`config.mk`:
```
export PLATFORM = sky130hd
export DESIGN_NAME = fmul_pipe
export DESIGN_NICKNAME = d
export VERILOG_FILES = /design/src/rtl/fmul_pkg.sv /design/src/rtl/fmul_round.sv /design/src/rtl/fmul_pipe.sv
export SDC_FILE = /design/constraint.sdc
export NUM_CORES = 2
export LEC_CHECK = 0
export ABC_AREA = 1
export CORE_MARGIN = 10
export CORE_UTILIZATION = 54
export DETAILED_ROUTE_END_ITERATION = 8
export MAX_ROUTING_LAYER = met4
export PLACE_DENSITY = 0.79
export SLEW_MARGIN = 10
export SYNTH_ARGS = -nofsm -noshare
export SYNTH_HDL_FRONTEND = slang
export SYNTH_HIERARCHICAL = 1
export SYNTH_SLANG_ARGS = --single-unit
```
`constraint.sdc`:
```
create_clock -name clk -period 6.7 [get_ports clk]
set_clock_uncertainty 0.1 [all_clocks]
set_input_delay 1.34 -clock clk [delete_from_list [all_inputs] [get_ports clk]]
set_output_delay 1.34 -clock clk [all_outputs]
set_load 0.01 [all_outputs]
```
`src/rtl/fmul_pkg.sv`:
```
// fmul_pkg: flag indices, operand classes and bias helper
// shared by the pipelined floating-point multiplier.
package fmul_pkg;

   localparam int FLAG_INVALID   = 3;
   localparam int FLAG_OVERFLOW  = 2;
   localparam int FLAG_UNDERFLOW = 1;
   localparam int FLAG_INEXACT   = 0;

   typedef enum logic [1:0] {
      ZERO,
      NORMAL,
      INF,
      NAN
   } cls_t;

   function automatic int bias(input int exp_w);
      return (1 << (exp_w - 1)) - 1;
   endfunction

endpackage

```
`src/rtl/fmul_round.sv`:
```
// fmul_round: normalise, round-to-nearest-even, range check, pack.
// FMUL_PIPE_FLAGS_EN adds the exception flag output.
module fmul_round
   import fmul_pkg::*;
#(
   parameter int EXP_W = 8,
   parameter int MAN_W = 23
) (
   input  cls_t                     cls,
   input  logic                     sign,
   input  logic signed [EXP_W+1:0]  esum,
   input  logic [2*MAN_W+1:0]       prod,
   output logic [EXP_W+MAN_W:0]     res
`ifdef FMUL_PIPE_FLAGS_EN
   ,
   output logic [3:0]               flg
`endif
);

   localparam int PW = 2*MAN_W+2;
   localparam logic signed [EXP_W+1:0] EMAX =
      (EXP_W+2)'((1 << EXP_W) - 1);
   localparam logic signed [EXP_W+1:0] EZERO = '0;

   logic                    norm;
   logic [MAN_W-1:0]        man;
   logic                    g;
   logic                    st;
   logic                    rup;
   logic [MAN_W:0]          mr;
   logic signed [EXP_W+1:0] e;
   logic                    ovf;
   logic                    unf;

   always_comb begin
      norm = prod[PW-1];
      if (norm) begin
         man = prod[PW-2:MAN_W+1];
         g   = prod[MAN_W];
         st  = |prod[MAN_W-1:0];
      end else begin
         man = prod[PW-3:MAN_W];
         g   = prod[MAN_W-1];
         st  = |prod[MAN_W-2:0];
      end
      rup = g & (st | man[0]);
      mr  = {1'b0, man} + (MAN_W+1)'(rup);
      // a carry out leaves the fraction all-zero, so only E moves
      e   = esum + (EXP_W+2)'(norm) + (EXP_W+2)'(mr[MAN_W]);
      ovf = (e >= EMAX);
      unf = (e <= EZERO);
      res = '0;
      unique case (cls)
         NAN:  res = {1'b0, {EXP_W{1'b1}}, 1'b1, {(MAN_W-1){1'b0}}};
         INF:  res = {sign, {EXP_W{1'b1}}, {MAN_W{1'b0}}};
         ZERO: res = {sign, {(EXP_W+MAN_W){1'b0}}};
         default: begin
            if (ovf)
               res = {sign, {EXP_W{1'b1}}, {MAN_W{1'b0}}};
            else if (unf)
               res = {sign, {(EXP_W+MAN_W){1'b0}}};
            else
               res = {sign, e[EXP_W-1:0], mr[MAN_W-1:0]};
         end
      endcase
   end

`ifdef FMUL_PIPE_FLAGS_EN
   always_comb begin
      flg = '0;
      if (cls == NAN) begin
         flg[FLAG_INVALID] = 1'b1;
      end else if (cls == NORMAL) begin
         flg[FLAG_OVERFLOW]  = ovf;
         flg[FLAG_UNDERFLOW] = unf;
         flg[FLAG_INEXACT]   = g | st | ovf | unf;
      end
   end
`endif

endmodule

```
`src/rtl/fmul_pipe.sv`:
```
// fmul_pipe: 3-stage floating-point multiplier with valid/ready.
// FMUL_PIPE_FLAGS_EN adds the {invalid,overflow,underflow,inexact} port.
module fmul_pipe
   import fmul_pkg::*;
#(
   parameter int EXP_W = 8,
   parameter int MAN_W = 23
) (
   input  logic                 clk,
   input  logic                 rst,
   input  logic                 in_valid,
   output logic                 in_ready,
   input  logic [EXP_W+MAN_W:0] x1,
   input  logic [EXP_W+MAN_W:0] x2,
   output logic                 out_valid,
   input  logic                 out_ready,
   output logic [EXP_W+MAN_W:0] y
`ifdef FMUL_PIPE_FLAGS_EN
   ,
   output logic [3:0]           flags
`endif
);

   localparam int W = 1+EXP_W+MAN_W;
   localparam logic [EXP_W+1:0] BIAS = (EXP_W+2)'(bias(EXP_W));

   typedef struct packed {
      cls_t             cls;
      logic             sign;
      logic [EXP_W+1:0] esum;
      logic [MAN_W:0]   ma;
      logic [MAN_W:0]   mb;
   } s1_t;

   typedef struct packed {
      cls_t               cls;
      logic               sign;
      logic [EXP_W+1:0]   esum;
      logic [2*MAN_W+1:0] prod;
   } s2_t;

   function automatic cls_t classify(
      input logic [EXP_W-1:0] e,
      input logic [MAN_W-1:0] m
   );
      if (e == '0)
         return ZERO;
      else if (e != '1)
         return NORMAL;
      else if (m == '0)
         return INF;
      else
         return NAN;
   endfunction

   logic               en;
   logic               v1, v2, v3;
   s1_t                n1, r1;
   s2_t                r2;
   cls_t               c1, c2;
   logic [2*MAN_W+1:0] prod;
   logic [W-1:0]       res;

   assign en        = out_ready | ~v3;
   assign in_ready  = en;
   assign out_valid = v3;

   always_comb begin
      c1      = classify(x1[W-2:MAN_W], x1[MAN_W-1:0]);
      c2      = classify(x2[W-2:MAN_W], x2[MAN_W-1:0]);
      n1.sign = x1[W-1] ^ x2[W-1];
      n1.esum = {2'b00, x1[W-2:MAN_W]} + {2'b00, x2[W-2:MAN_W]} - BIAS;
      n1.ma   = {1'b1, x1[MAN_W-1:0]};
      n1.mb   = {1'b1, x2[MAN_W-1:0]};
      n1.cls  = NORMAL;
      priority case (1'b1)
         (c1 == NAN) || (c2 == NAN): n1.cls = NAN;
         (c1 == INF) && (c2 == ZERO): n1.cls = NAN;
         (c1 == ZERO) && (c2 == INF): n1.cls = NAN;
         (c1 == INF) || (c2 == INF): n1.cls = INF;
         (c1 == ZERO) || (c2 == ZERO): n1.cls = ZERO;
         default: n1.cls = NORMAL;
      endcase
   end

   assign prod = {{(MAN_W+1){1'b0}}, r1.ma} * {{(MAN_W+1){1'b0}}, r1.mb};

   always_ff @(posedge clk or posedge rst) begin
      if (rst) begin
         v1 <= 1'b0;
         v2 <= 1'b0;
         v3 <= 1'b0;
         r1 <= '0;
         r2 <= '0;
         y  <= '0;
      end else if (en) begin
         v1      <= in_valid;
         r1      <= n1;
         v2      <= v1;
         r2.cls  <= r1.cls;
         r2.sign <= r1.sign;
         r2.esum <= r1.esum;
         r2.prod <= prod;
         v3      <= v2;
         y       <= res;
      end
   end

`ifdef FMUL_PIPE_FLAGS_EN
   logic [3:0] flg;

   always_ff @(posedge clk or posedge rst) begin
      if (rst)
         flags <= '0;
      else if (en)
         flags <= flg;
   end
`endif

   fmul_round #(
      .EXP_W(EXP_W),
      .MAN_W(MAN_W)
   ) u_round (
      .cls  (r2.cls),
      .sign (r2.sign),
      .esum (r2.esum),
      .prod (r2.prod),
      .res  (res)
`ifdef FMUL_PIPE_FLAGS_EN
      ,
      .flg  (flg)
`endif
   );

endmodule
```
==> summary.md <==
| Metric | Value |
|---|---|
| Status | `finished clean` |
| Initial antenna violation count | `0` |
| Total routed wirelength | `75.06 mm` |
| Slew HR | `0.2958` |
| GR Overflow Total | `0` |
| Critical Path RT | `6.94 ns` |
| Routability cong. | `0.9526` |
| Mapped Cells | `3,997` |
| Bufs on Longest Clock Path | `2` |
| Site row count | `84` |
| CTS H-tree depth | `4` |
| Reg-to-reg startpoint | `r1[28]` |
| Vias per inst | `5.022` |
| Clk slew on worst S/H paths | `0.08 ns` |
| Mean post-synth cell area | `7.201 um2` |
| Max_cap viols | `0` |
| Residual DRC | `0` |
| Fraction of registers with async set/reset | `1.000` |
| Flops & latches, synth | `156` |
| Die Height | `250.9 um` |
| Worst Path Arrival | `6.76 ns` |
| Period Utilization, post-route | `0.9737` |
| CP startpoint | `r1[28]` |
| CP Capture Type | `flip-flop` |
| Die Width | `250.9 um` |
| Worst-Margin Slew | `1.056 ns` |
| Setup ws final | `0.1764 ns` |
| Most frequent cells in the layout | `nand2_1 (1,396), inv_1 (1,066), fa_1 (484)` |
| CP Class | `flip-flop to flip-flop` |
| Fin crit period | `6.524 ns` |
| Initial Util | `0.5466` |
| Hold Crit Start | `v2` |
| DP HPWL | `61.86 mm` |
| Commonest non-fill, non-tap cell in the layout | `nand2_1` |
| Largest net degree at the start of global routing | `105` |
| P&R area growth vs syn | `9.168%` |
| Syn_nets | `4,740` |
| Routed Antenna Nets | `0` |
| Max-slew violations | `0` |
| Clk_lat worst skew | `0.46 ns` |
| Peak Freq | `153.3 MHz` |
| Sink Count | `156` |
| Worst Hold Class | `flip-flop to flip-flop` |
| DR iter-0 viols | `1,888` |
| Final Hold Viols | `0` |
| DR vias | `23.78k` |
| EDFF count, synth | `0` |
| Layout cells sized above 1 | `0.06350` |
| Dpl ws | `0.1403 ns` |
| Die footprint | `62,940 um2` |
| Io pins | `102` |
| Port Buffers | `101` |
| Placed Cells | `4,690` |
| Yosys cell types | `38` |
| First-pass GRT wire length | `126.8 mm` |
| Critical-path maximum fanout | `16` |
| Number of global-route vias before repair | `24.95k` |
| CTS Buf Count | `17` |
| Tot GR Track Use | `0.2529` |
| Post-Layout Cell Count | `4,736` |
| # nets final | `4,777` |
| Mapped cell area | `28,780 um2` |
| Post-synthesis sequential area ratio | `0.1356` |
| DRT Pass-1 Iters | `6` |
| Top_reg_cell synth | `dfrtp_1` |
| Setup violators final | `0` |
| Drt wl/cell | `15.85 um` |
| Placeable Area | `52,660 um2` |
| Unrepaired setup endpoints after global routing | `yes` |
| Clock Tree Root | `clkbuf_16` |
| CTS tree | `yes` |
| Critical Path Start Type | `flip-flop` |
| Cts hold-fix bufs | `0` |
| Yosys warns | `6` |
==> logic make-up after synthesis <==
kind of cell | Yosys count | synth area share
and+or+nand+nor | 1734 | 0.2422
AOI/OAI and AO/OA | 129 | 0.02382
xor gates and xnor gates | 38 | 0.01156
DFF | 156 | 0.1356
adders and majority gates | 675 | 0.4197
buffers and inverters | 1265 | 0.1671
==> per-layer routing <==
layer	track usage	up-vias	wire length, um
li1	-	11350	-
met1	0.3314	11460	31990
met2	0.4076	864	35790
met3	0.03621	115	5662
met4	0.06420	0	1619
met5	-	-	0
==> worst max-delay path, stage by stage (launching register included) <==
cell	delay, ns
dfrtp_1	0.86
nand2_1	0.20
fa_1	0.56
inv_1	0.06
fa_1	0.41
fa_1	0.47
fa_1	0.61
fa_1	0.48
fa_1	0.51
inv_1	0.05
fa_1	0.51
inv_1	0.05
ha_1	0.37
nand2_1	0.12
nor2_1	0.27
nand2_1	0.09
inv_1	0.07
nand4_1	0.10
nand3_2	0.16
nand2_1	0.08
nand2_1	0.06
nand2_1	0.05
nand3_1	0.08
nand2_1	0.07
==> Yosys cell counts (24+ instances only) <==
| cell type | instances | area, um2 |
|---|---|---|
| fa_1 | 484 | 9689 |
| clkbuf_1 | 155 | 581.8 |
| xnor2_1 | 25 | 219.0 |
| dfrtp_1 | 156 | 3904 |
| a21oi_1 | 36 | 180.2 |
| o21ai_1 | 24 | 120.1 |
| o21ai_0 | 54 | 270.3 |
| nand3_1 | 81 | 405.4 |
| nor2_1 | 138 | 518.0 |
| inv_1 | 1067 | 4005 |
| nand2_1 | 1396 | 5240 |
| ha_1 | 191 | 2390 |
==> worst paths after layout <==
kind / cells past startpoint / end / slack, ns
max: 23 / r2[32] / 0.18
min reg2reg: 1 / out_valid / 0.37
max reg2reg: 23 / r2[32] / 0.18
min: 1 / out_valid / 0.37
min in group asynchronous: 2 / r1[22] / 1.12
max in group asynchronous: 3 / r1[35] / 3.97
==> state kept, by name (all words and copies together), names as in the netlist <==
| name | count |
|---|---|
| r1 | 60 |
| r2 | 61 |
| v1 | 1 |
| v2 | 1 |
| y | 32 |
| out_valid | 1 |
==> area by class of cell <==
cell class | instances | area (um2)
Clock inverter | 14 | 195.2
Clock buffer | 18 | 439.2
Tap cell | 688 | 860.8
Timing Repair Buffer | 201 | 1817
Fill cell | 4648 | 21230
Multi-Input combinational cell | 2576 | 20080
Sequential cell | 156 | 3954
Antenna cell | 1 | 2.502
Inverter | 1082 | 4069
==> per-stage QoR <==
stage	instance area [um2]	setup TNS, ns	util	hold slack [ns]
floorplan	28780	0	-	0.3367
global placement	30620	0	0.5816	0.3555
detailed placement	30620	0	0.5816	0.3523
CTS	31260	0	0.5936	0.3716
global route	31420	-0.01705	0.5967	0.3949
finish	31420	0	0.5967	0.3679
==> repair_timing <==
action | 4_1_cts | 5_1_grt
hold endpoints to repair | 0 | 0
buffers inserted | 0 | 13
endpoints found under the setup margin | 0 | 29
resized for setup | 0 | 41
Power is left out: the tool's default activity adds up to more than one toggle a clock period on the data nets, which glitch-free logic cannot reach.
